===== src/rtl/shift_arbiter.sv =====
// shift_arbiter: NUM_REQ requesters share one barrel shifter behind a single registered response slot.
// Define SHIFT_ARB_RR_EN for round-robin arbitration; the default build is fixed priority (lowest index wins).
module shift_arbiter #(
  parameter int unsigned NUM_REQ = 2
) (
  input  logic                  clk,
  input  logic                  rst_n,
  input  logic [NUM_REQ-1:0]    req_valid,
  output logic [NUM_REQ-1:0]    req_ready,
  input  logic [NUM_REQ*32-1:0] req_in,
  input  logic [NUM_REQ*2-1:0]  req_sel,
  input  logic [NUM_REQ*5-1:0]  req_b,
  output logic [NUM_REQ-1:0]    rsp_valid,
  input  logic [NUM_REQ-1:0]    rsp_ready,
  output logic [31:0]           rsp_data
);

  localparam int unsigned IDX_W  = (NUM_REQ > 1) ? $clog2(NUM_REQ) : 1;
  localparam int unsigned DATA_W = 32;
  localparam int unsigned SEL_W  = 2;
  localparam int unsigned AMT_W  = 5;

  typedef enum logic {
    IDLE = 1'b0,
    HOLD = 1'b1
  } state_t;

  state_t             state;
  logic [IDX_W-1:0]   own;
  logic [IDX_W-1:0]   win;
  logic               any_valid;
  logic               slot_free;
  logic               grant;
  logic [DATA_W-1:0]  op;
  logic [SEL_W-1:0]   sel;
  logic [AMT_W-1:0]   amt;
  logic [DATA_W-1:0]  shift_out;

`ifdef SHIFT_ARB_RR_EN
  logic [IDX_W-1:0]   last;

  // Round-robin: scan from last+1; iterating downward lets the nearest candidate win.
  always_comb begin : arb
    int unsigned idx;
    win       = '0;
    any_valid = 1'b0;
    idx       = 0;
    for (int k = int'(NUM_REQ); k >= 1; k--) begin
      idx = (int unsigned'(last) + int unsigned'(k)) % NUM_REQ;
      if (req_valid[IDX_W'(idx)]) begin
        win       = IDX_W'(idx);
        any_valid = 1'b1;
      end
    end
  end
`else
  // Fixed priority: scanning downward leaves the lowest valid index as winner.
  always_comb begin : arb
    win       = '0;
    any_valid = 1'b0;
    for (int i = int'(NUM_REQ) - 1; i >= 0; i--) begin
      if (req_valid[IDX_W'(i)]) begin
        win       = IDX_W'(i);
        any_valid = 1'b1;
      end
    end
  end
`endif

  // The slot can accept a new result when empty or when its owner is draining it this cycle.
  always_comb begin : grant_logic
    slot_free = (state == IDLE) || rsp_ready[own];
    grant     = any_valid && slot_free;
    req_ready = '0;
    for (int i = 0; i < int'(NUM_REQ); i++) begin
      req_ready[i] = grant && (win == IDX_W'(i));
    end
  end

  // Route the winner's operands to the shared shifter.
  always_comb begin : operand_mux
    op  = '0;
    sel = '0;
    amt = '0;
    for (int i = 0; i < int'(NUM_REQ); i++) begin
      if (win == IDX_W'(i)) begin
        op  = req_in[i*DATA_W +: DATA_W];
        sel = req_sel[i*SEL_W +: SEL_W];
        amt = req_b[i*AMT_W +: AMT_W];
      end
    end
  end

  // Barrel shifter: 00 SRL, 01 SRA, 1x SLL.
  always_comb begin : shifter
    shift_out = '0;
    case (sel)
      2'b00:   shift_out = op >> amt;
      2'b01:   shift_out = DATA_W'($signed(op) >>> amt);
      default: shift_out = op << amt;
    endcase
  end

  // Response slot FSM; a grant always wins over a plain release so there is no bubble.
  always_ff @(posedge clk or negedge rst_n) begin : slot_fsm
    if (!rst_n) begin
      state     <= IDLE;
      own       <= '0;
      rsp_valid <= '0;
      rsp_data  <= '0;
`ifdef SHIFT_ARB_RR_EN
      last      <= IDX_W'(NUM_REQ - 1);
`endif
    end else if (grant) begin
      state     <= HOLD;
      own       <= win;
      rsp_valid <= req_ready;
      rsp_data  <= shift_out;
`ifdef SHIFT_ARB_RR_EN
      last      <= win;
`endif
    end else if ((state == HOLD) && rsp_ready[own]) begin
      state     <= IDLE;
      rsp_valid <= '0;
    end
  end

endmodule


===== config.mk =====
export PLATFORM = sky130hd
export DESIGN_NAME = shift_arbiter
export DESIGN_NICKNAME = d
export VERILOG_FILES = /design/src/rtl/shift_arbiter.sv
export SDC_FILE = /design/constraint.sdc
export NUM_CORES = 1
export LEC_CHECK = 0
export CORE_ASPECT_RATIO = 1.4
export CORE_MARGIN = 2
export CORE_UTILIZATION = 50
export CTS_CLUSTER_DIAMETER = 100
export DETAILED_ROUTE_END_ITERATION = 16
export PLACE_DENSITY = 0.75
export SLEW_MARGIN = 20
export SYNTH_ARGS = -nofsm -noshare
export SYNTH_HDL_FRONTEND = slang
export SYNTH_SLANG_ARGS = --single-unit

===== constraint.sdc =====
create_clock -name clk -period 2.2 [get_ports clk]
set_input_delay 0.44 -clock clk [delete_from_list [all_inputs] [get_ports clk]]
set_output_delay 0.44 -clock clk [all_outputs]
set_load 0.01 [all_outputs]

==> metrics.csv <==
metric,value,unit
Post-DP HPWL,19940,um
register area share after synthesis,15.14,%
ratio of cells with drive above 1 in the final layout,43.68,%
startpoint types,primary input,
Tmin final,2.187,ns
Synth Flop Type,dfrtp_1,
wire per inst,26.16,um
Inst Count DP,960,
instance count on the critical path,7,
ANT nets after route,0,
Cell Pwr Density,425.9,mW/mm^2
"CP delay by family, top",multiplexers,
Final Hold Viols,0,
final worst-path cycle share,99.41,%
Reg-to-Reg End,rsp_data[22],
CP endpoint,rsp_data[16],
status,completed,
Post-Syn Area,0.005455,mm^2
fill cell count,772,
fin nets,914,
core box area,0.01075,mm^2
Min Hold Slack,0.4803,ns
Die Width,92.28,um
Critical Path AT,2.36,ns
vias in the first global route,6592,
initial antenna violation count,1,
Final Skew,0.003649,ns
DRT iter0 DRCs,919,
"Slew Viols, Final",0,
total of max-cap violations,0,
CP Cell Sequence,clkdlybuf4s50_1 > mux4_2 > mux2_4 > mux2i_1 > buf_4 > nor2_1 > o32a_1,
Worst slew margin,57.25,%
Inserted Clock Buffers,5,
# IOs,120,
GRT Total Usage,42.87,%
synthesized flop and latch total,33,
Mapped Cells,604,
crit path max-delay cell type,mux4_2,
Overall Power,0.003452,W
Worst Hold Class,flop to flop,
RSZ-0062 raised after global routing,yes,
Clock Path Buffers,2,
WL final,25430,um
root buffer cell,clkbuf_16,
Post-route DRC,0,
Mean Syn Cell Area,9.032,um^2
critical path required time,2.37,ns
synth unique cells,63,
chip height,127.6,um
initial core utilization,50.73,%
Least-Margin Pin Slew,0.6389,ns
Placer Congestion,1.053,
largest net degree at the start of global routing,34,
Inserted Diodes,0,
Finished Layout Cells,972,
Post-synth EDFFs,0,
PortBufs,75,
vias per cell,6.980,
Yosys warning count,0,
Setup CP Type,primary input to flop,
1st-pass router iterations,6,
total grt overflow,0,
die area,0.01177,mm^2
FF-to-FF setup slack,0.47,ns
Post-synth ARST share,100.0,%
"slowest stage delay, CP",0.51,ns
crit path from,req_in[31],
VDD IR-drop max,0.2545,mV
num rows,45,
P&R area growth vs syn,48.60,%
Peak Freq,0.4573,GHz
clk slew on worst S/H paths,0.06,ns
Crit Path Max Fanout,2,
# hold bufs at CTS,0,
H-Tree Level Count,2,
R2R depth,8,
Leak,3.434,nW
CP Buf/Inv Count,2,
Clock Latency Late Sink,0.29,ns
"Setup violations, final",0,
via count,6785,
first-pass GRT wire length,38450,um
critical register-to-register path startpoint,rsp_valid[0],
Clock Sink Count,33,
Worst setup EP type,flop,
CTS tree,done,
Post-Route Utilization,75.38,%
## timing repair
item                                   4_1_cts  5_1_grt
pin swaps                                    2        4
gates resized for setup                     56       31
setup buffers                                4        0
endpoints found under the hold margin        0        0
setup endpoints to repair                   32       23
## tightest hold or removal path, delay by kind of cell, from the launching register on
kind	cells	cell delay, ns
and+or+nand+nor	2	0.10
DFF	1	0.34
## cell usage in the layout (no fill, tap or decap), types with 4 or more instances in the layout
master and n:
mux2_4 5, dlymetal6s2s_1 4, nor2_1 51, and3_1 5, inv_1 5, buf_12 9
nor3_1 20, o22ai_2 4, buf_4 209, mux2i_1 43, mux2_2 14, mux2i_2 4
clkbuf_16 5, o221a_2 4, o31ai_1 5, mux4_2 66, nor2b_1 11, o22ai_1 11
clkdlybuf4s50_1 40, or2_2 5, a22oi_1 8, a211oi_1 6, a21oi_1 18, nand2b_1 12
o21ai_0 23, nand2_1 49, dfrtp_1 33, dlygate4sd2_1 23, buf_6 5, nand3_1 20
o32a_1 9, o211ai_1 10, a31oi_1 8
## cells in the mapped netlist, types with 15 or more instances
cell type	count	share of area (%)
a21oi_1	19	1.7
buf_2	19	1.7
clkbuf_1	39	2.7
dfrtp_1	33	15
mux2_2	19	3.9
mux2i_1	49	9.0
mux4_2	66	27
nand2_1	49	3.4
nand3_1	20	1.8
nor2_1	53	3.6
nor3_1	22	2.0
o21ai_0	25	2.3
o22ai_1	15	1.7
## flip-flops by register name (all words and copies together), names as in the netlist
register	count
rsp_data	32
rsp_valid	1
## routing by layer
layer | GRT usage, % | part of all wire (%) | wire length (um) | vias to the layer above
met4 | 24.76 | 7.5 | 1904 | 2
met3 | 6.073 | 9.5 | 2408 | 134
met5 | 0 | 0.075 | 19 | -
met1 | 53.25 | 35 | 8919 | 3247
met2 | 71.28 | 48 | 12180 | 580
li1 | - | - | - | 2822
## where the power goes
part / leakage, nW / total [W] / internal, W / switching [W]
registers: 0.402 / 0.000743 / 0.000692 / 0.0000518
clock network: 0.0706 / 0.000695 / 0.000416 / 0.000279
logic: 2.96 / 0.00201 / 0.00103 / 0.000985
## kinds of logic after synthesis
kind of cell / after synthesis / share of synthesized area, %
DFF: 33 / 15.14
AOI/OAI and AO/OA: 155 / 20.48
other: 2 / 0.1377
buffers and inverters: 86 / 7.316
and+or+nand+nor: 194 / 16.77
muxes: 134 / 40.16
## layout make-up
| cell class | instances | area, um^2 | share of cell area, % |
|---|---|---|---|
| Tap cell | 141 | 176.4 | 2.176 |
| Clock inverter | 2 | 10.01 | 0.1235 |
| Inverter | 8 | 30.03 | 0.3704 |
| Clock buffer | 6 | 128.9 | 1.590 |
| Timing Repair Buffer | 296 | 2492 | 30.75 |
| Sequential cell | 33 | 825.8 | 10.19 |
| Multi-Input combinational cell | 486 | 4443 | 54.81 |
## metrics by stage
step	setup TNS [ns]	setup WS (ns)	instance area, um^2
2_1_floorplan	0	0.02137	5482
3_3_place_gp	-12.23	-0.6263	7739
3_5_place_dp	-13.45	-0.6008	7739
4_1_cts	0	0.0003308	8009
5_1_grt	-0.2432	-0.06823	8107
6_report	0	0.01303	8107
## how the worst min path moves through the flow
stage	from	end	slack, ns	depth (start not counted)
after floorplan	rst_n	rsp_data[0]	0.14	0
final	rsp_data[8]	rsp_data[8]	0.48	2
after global routing	rsp_data[8]	rsp_data[8]	0.51	2
after detailed placement	rsp_data[8]	rsp_data[8]	0.47	2
after CTS	rsp_data[8]	rsp_data[8]	0.48	2
after global placement	rsp_data[14]	rsp_data[14]	0.47	2
(Power assumes the default switching activity.)
